File: src/rtl/conv_encoder_tx.sv
// Rate-1/2, K=3 convolutional encoder: accepts an info word, appends two zero
// tail steps and streams 2*(DATA_BITS+2) coded bits, one per clock.
module conv_encoder_tx #(
  parameter int          DATA_BITS = 5,
  parameter logic [2:0]  G1        = 3'b111,
  parameter logic [2:0]  G2        = 3'b101
) (
  input  logic                 clk,
  input  logic                 reset,
  input  logic [DATA_BITS-1:0] in_data,
  input  logic                 in_valid,
  output logic                 in_ready,
  output logic                 code_out,
  output logic                 code_valid,
  output logic                 frame_start
);

  localparam int STEPS = DATA_BITS + 2;
  localparam int NBITS = 2 * STEPS;
  localparam int CW    = $clog2(NBITS);
  localparam logic [CW-1:0] LAST = CW'(NBITS - 1);

  typedef enum logic {IDLE, SEND} state_t;

  state_t           state, state_n;
  logic [CW-1:0]    bcnt, bcnt_n;
  logic [STEPS-1:0] sreg, sreg_n;
  logic [1:0]       trel, trel_n;
  logic             accept;
  logic [2:0]       win_n;
  logic             bit_n;

  assign in_ready = (state == IDLE) || (state == SEND && bcnt == LAST);
  assign accept   = in_valid && in_ready;

  // Outputs are computed from next-cycle state so the registered code bit is
  // aligned with the bcnt it belongs to (first bit one clock after accept).
  always_comb begin
    state_n = state;
    bcnt_n  = bcnt;
    sreg_n  = sreg;
    trel_n  = trel;
    if (accept) begin
      state_n = SEND;
      bcnt_n  = '0;
      sreg_n  = {in_data, 2'b00};
      trel_n  = '0;
    end else if (state == SEND) begin
      if (bcnt == LAST) begin
        state_n = IDLE;
        bcnt_n  = '0;
      end else begin
        bcnt_n = bcnt + 1'b1;
        if (bcnt[0]) begin
          trel_n = {sreg[STEPS-1], trel[1]};
          sreg_n = {sreg[STEPS-2:0], 1'b0};
        end
      end
    end
    win_n = {sreg_n[STEPS-1], trel_n};
    bit_n = bcnt_n[0] ? ^(G2 & win_n) : ^(G1 & win_n);
  end

  always_ff @(posedge clk or posedge reset) begin
    if (reset) begin
      state       <= IDLE;
      bcnt        <= '0;
      sreg        <= '0;
      trel        <= '0;
      code_out    <= 1'b0;
      code_valid  <= 1'b0;
      frame_start <= 1'b0;
    end else begin
      state       <= state_n;
      bcnt        <= bcnt_n;
      sreg        <= sreg_n;
      trel        <= trel_n;
      code_out    <= (state_n == SEND) && bit_n;
      code_valid  <= (state_n == SEND);
      frame_start <= (state_n == SEND) && (bcnt_n == '0);
    end
  end

endmodule

File: config.mk
export PLATFORM = sky130hd
export DESIGN_NAME = conv_encoder_tx
export DESIGN_NICKNAME = d
export VERILOG_FILES = /design/src/rtl/conv_encoder_tx.sv
export SDC_FILE = /design/constraint.sdc
export NUM_CORES = 1
export LEC_CHECK = 0
export BUFFER_PORTS_ARGS = -buffer_cell sky130_fd_sc_hd__buf_2
export CORE_MARGIN = 1.5
export CORE_UTILIZATION = 50
export CTS_BUF_LIST = sky130_fd_sc_hd__clkbuf_8
export DETAILED_ROUTE_END_ITERATION = 8
export PLACE_DENSITY = 0.82
export REMOVE_ABC_BUFFERS = 1
export SYNTH_ARGS = -nofsm -noshare
export SYNTH_HDL_FRONTEND = slang
export SYNTH_SLANG_ARGS = --single-unit
export TNS_END_PERCENT = 30
File: constraint.sdc
create_clock -name clk -period 1.6 [get_ports clk]
set_input_delay 0 -clock clk [delete_from_list [all_inputs] [get_ports clk]]
set_output_delay 0 -clock clk [all_outputs]
set_load 0.1 [all_outputs]
# ---- Word-level counts from Yosys, hierarchy flattened
# Cells that the tools add are included.
dict set report totals {
  ff_bits 16
  input_bits 8
  output_inout_bits 4
  word_cells 37
}
dict set report classes {
  addsub 1
  n_mux 15
  bitwise 1
  reduce_logical 11
  eq_ne 2
}
# operator count
set op_table {}
lappend op_table {{2-to-1 mux 7 bit} 4}
lappend op_table {{2-to-1 mux 4 bit} 3}
lappend op_table {{2-to-1 mux 2 bit} 4}
lappend op_table {{XOR reduction 3 bit} 2}
lappend op_table {{adder 4 x 1 -> 4 bit, second input constant} 1}
lappend op_table {{== test 4 bit, second input constant} 1}
lappend op_table {{logical AND 1 bit} 4}
lappend op_table {{logical NOT 4 bit} 1}
lappend op_table {{2-to-1 mux 1 bit} 4}
lappend op_table {{nonzero test 2 bit} 2}
lappend op_table {{AND reduction 3 bit} 1}
lappend op_table {{inequality test 2 bit, second input constant} 1}
lappend op_table {{logical OR 1 bit} 1}
lappend op_table {{NOT 1 bit} 1}

# ---- Logic depth before layout (Yosys ltp)
dict set report logic_depth {
  depth_word 8
  mapped_depth 6
  ltp_nobuf 5
}

# ---- Least setup slack after synthesis
# No wires, ideal clock.
dict set report synth_timing {
  kind {register to register}
  startpoint {register bcnt[1]}
  endpoint {register sreg[6]}
  setup_time_ns 0.133
  required_ns 1.467
  setup_slack_ns -1.879
  stages_incl_launch_ff 5
  path_buffers 0
  period_less_slack_ns 3.479
  t_arrival_ns 3.346
  cell_sequence {dfrtp_1 -> nand2b_1 -> o21ai_0 -> and2_0 -> o21ai_0}
}
dict set report synth_between {
  elab_chain_cells 5
  elab_cells_between_ends 7
  classes_between {eq/ne: 1; mux: 3; reduce/logical: 3}
}
# element line_no
set synth_rtl {}
lappend synth_rtl {{start, declared} 26} ;# logic [CW-1:0] bcnt, bcnt_n;
lappend synth_rtl {{start signal, assigned} 75} ;# bcnt <= bcnt_n;
lappend synth_rtl {{== test 4 bit} 33} ;# assign in_ready = (state == IDLE) || (state == SEND && bcnt == LAST);
lappend synth_rtl {{logical AND 1 bit} 33}
lappend synth_rtl {{logical OR 1 bit} 33}
lappend synth_rtl {{net in_ready} 12} ;# output logic in_ready,
lappend synth_rtl {{logical AND 1 bit} 34} ;# assign accept = in_valid && in_ready;
lappend synth_rtl {{2-to-1 mux 7 bit} 43} ;# if (accept) begin
lappend synth_rtl {{net sreg_n[6]} 27} ;# logic [STEPS-1:0] sreg, sreg_n;
lappend synth_rtl {{end signal, assigned} 76} ;# sreg <= sreg_n;
lappend synth_rtl {{end, declared} 27}
# The timed path passes the listed nets, and every way through them passes these cells. The select of a mux whose other input is x is not followed.
# A chain may end at the register's enable or synchronous reset.

# ---- Worst setup path in the final report
dict set report layout_timing {
  startpoint {register bcnt[3]}
  endpoint {register sreg[4]}
}
dict set report layout_between {
  elab_chain_cells 6
  elab_cells_between_ends 9
  classes_between {eq/ne: 2; mux: 1; reduce/logical: 6}
}
# element line_no
set layout_rtl {}
lappend layout_rtl {{== test 4 bit *} {33, 49}}
lappend layout_rtl {{logical AND 1 bit} 33}
lappend layout_rtl {{logical OR 1 bit} 33}
lappend layout_rtl {{logical AND 1 bit} 34}
lappend layout_rtl {{inequality test 2 bit (no line) / nonzero test 2 bit (equally long branches)} -}
lappend layout_rtl {{AND reduction 3 bit (no line)} -}
# Every way passes the cells marked *; elsewhere a longest branch is shown, timed or not.

==> key figures <==
Setup path
  – Worst reg-to-reg setup slack: 0.05 ns
  – Worst EP required: 1.73 ns
  – Setup CP Type: register to register
  – Crit start category: register
  – Crit Path Max Fanout: 9
  – Worst reg2reg path startpoint: bcnt[3]
  – Cells on worst reg2reg path: 5
  – Worst path arrival time: 1.68 ns
  – Kind of end point of the critical path: register
  – R2r endpoint: sreg[4]
  – CP Launch Point: bcnt[3]
  – CP endpoint: sreg[4]

Global routing
  – GRT overflow: 0
  – Met2 usage: 35.9%
  – Antenna violations before repair: 0
  – Gr busiest metal: met2
  – First-pass GRT wire length: 3.25 mm
  – M1 GR Usage: 30.9%
  – Largest net degree at the start of global routing: 16
  – Vias in the first global route: 727
  – Global-route usage over all layers: 23.4%
  – Met3 Usage GRT: 5.00%

STA
  – FMAX: 0.646 GHz
  – Sum Neg Setup Slack: 0 ns
  – Rel. slew slack: 61.7%
  – Worst Skew: 0.00228 ns
  – Number of setup violations in the final report: 0
  – Final min period: 1.55 ns
  – Final Hold Viols: 0
  – RSZ-0062 raised after global routing: true
  – Slew Viols, Final: 0
  – Period utilization: 96.7%
  – Worst Slack Setup Final: 0.0526 ns
  – Worst slew pin tran: 0.574 ns

Clock network
  – CTS sink cnt: 15
  – Max clock buf depth: 2
  – Clock buffer count from CTS: 3
  – TritonCTS clock tree: built
  – Clock transition at path regs: 0.06 ns
  – Clock Latency Late Sink: 0.25 ns
  – Root Buffer: clkbuf_8
  – H-tree Lvls: 1

Power
  – PD cells: 1860 nW/um^2
  – Sw Share: 44.8%
  – Clock power frac: 15.4%
  – Leakage: 0.000545 uW
  – Net Switching: 900 uW
  – Comb pwr share: 50.8%
  – Internal Power: 1110 uW
  – Peak VDD IR: 1.01 mV
  – Sequential share of power: 33.8%

Synth
  – Main flop type after synthesis: dfrtp_1
  – Number of distinct library cells after synthesis: 33
  – Sequential share of the synthesized area: 44.6%
  – Post-synth EDFFs: 0
  – Ys Warns: 0
  – FF+latch count, synth: 15
  – Post-Syn Area: 841 um^2
  – Post-synthesis cell count: 89
  – Average cell area after synthesis: 9.45 um^2
  – FFs w/ async S/R, synth: 100%

Floorplan
  – Row count: 14
  – Die H: 44.0 um
  – Die X: 44.0 um
  – Die ar.: 1940 um^2
  – Top Ports: 12
  – Starting Density: 54.5%
  – Core Area: 1540 um^2

Placed design
  – Buffers on Ports: 11
  – Post-DP HPWL: 1.24 mm
  – Gpl congestion: 0.876
  – Setup WS pre-CTS: 0.0603 ns

Job
  – Max cap viols: 0

Detailed routing
  – DRT Pass-1 Iters: 5
  – Vias/cell: 6.23
  – Iteration-0 DRC Markers: 43
  – Antenna Nets Post-Route: 0
  – Via count: 804
  – Total Wirelength: 2.02 mm
  – Routed wire per std cell: 15.6 um
  – DR DRC count: 0

Cells and area
  – Area grow syn2layout: 28.7%
  – Share of layout cells above drive strength 1: 28.3%
  – Antenna diodes: 0
  – Nets@finish: 122
  – Fill count: 111

Worst hold path
  – Class of the worst hold path: input pin to register

Status
  – Outcome: finished clean
per-stage QoR:
stage | util [%] | power, uW | std cells | hold WS, ns | instance area [um^2]
floorplan | - | 1310 | 84 | -0.0985 | 812
global placement | 61.4 | 1550 | 117 | 0.0666 | 947
detailed placement | 61.4 | 1580 | 117 | 0.0846 | 947
CTS | 67.6 | 1900 | 126 | 0.0112 | 1040
global route | 70.2 | 2140 | 129 | 0.0512 | 1080
finish | 70.2 | 2010 | 129 | 0.0373 | 1080
worst max-delay path: stages (launching register included):
cell and delay [ns]:
dfrtp_2 0.45, nand3b_4 0.14, a21oi_1 0.10, or2_1 0.28, a222oi_1 0.36, inv_1 0.09
layout by cell type, fill, tap and decap left out, drive strengths merged:
cell         count
mux2i            3
a21oi            7
nand3b           1
o311ai           1
or2              1
nor2b            2
dfrtp           15
xnor2            1
o21ai            9
nand2            6
nor3             2
nand3            3
nor2             2
buf             20
a21boi           1
nand2b           1
clkbuf           3
inv             11
and2             2
or3b             1
a211oi           1
nor3b            1
a222oi           4
nand4            2
or2b             1
dlygate4sd3      5
a22o             1
nor4             2
o21bai           1
a221oi           2
a21o             1
cell type report:
class / instances / area [um^2] / area share [%]
multi-input combinational: 59 / 413 / 38.2
tap: 16 / 20.0 / 1.85
clock inverter: 1 / 3.75 / 0.347
sequential: 15 / 379 / 35.0
clock buffer: 3 / 41.3 / 3.82
timing repair buffer: 25 / 188 / 17.3
inverter: 10 / 37.5 / 3.47
cells in the mapped netlist, types with 3 or more instances:
library cell  number  area (um^2)
nand3_1            3         15.0
mux2i_1            3         30.0
dfrtp_1           15          375
a222oi_1           4         40.0
inv_1             10         37.5
nand2_1            6         22.5
o21ai_0            9         45.0
a21oi_1            7         35.0
how the worst min path moves through the flow:
stage,start,endpoint,cells past startpoint
floorplan,reset,bcnt[0],1
global placement,reset,bcnt[1],2
detailed placement,reset,bcnt[1],2
CTS,in_data[4],sreg[6],3
global route,in_data[4],sreg[6],3
finish,in_data[4],sreg[6],3
per-layer routing:
layer / part of all wire (%) / up-vias
li1: - / 369
met1: 44 / 380
met2: 45 / 46
met3: 7.0 / 9
met4: 3.8 / 0
met5: 0 / -
power by group through the flow:
stage               Clock (uW)  Sequential, uW  Combinational (uW)
floorplan                    0             803                 510
global placement             0             662                 888
detailed placement           0             670                 907
CTS                        312             665                 922
global route               331             697                1110
finish                     309             679                1020
flip-flops by register name (all words and copies together) (netlist names):
name	count
bcnt	4
sreg	6
state	1
code_out	1
trel	2
frame_start	1
repair_timing:
action                                  4_1_cts  5_1_grt
buffers inserted                              0        3
hold endpoints to repair                     19        0
endpoints found under the setup margin        0        6
hold buffers                                  5        0
resized for setup                             0        8
logic make-up (layout without fill, tap and decap cells):
family,Yosys count,after routing,share of synthesized area (%)
DFF,15,15,44.6
xor gates and xnor gates,1,1,1.04
AOI/OAI and AO/OA,28,28,22.6
and+or+nand+nor,27,27,20.2
buffers and inverters,15,39,7.89
muxes,3,3,3.57
(Power assumes the default switching activity.)
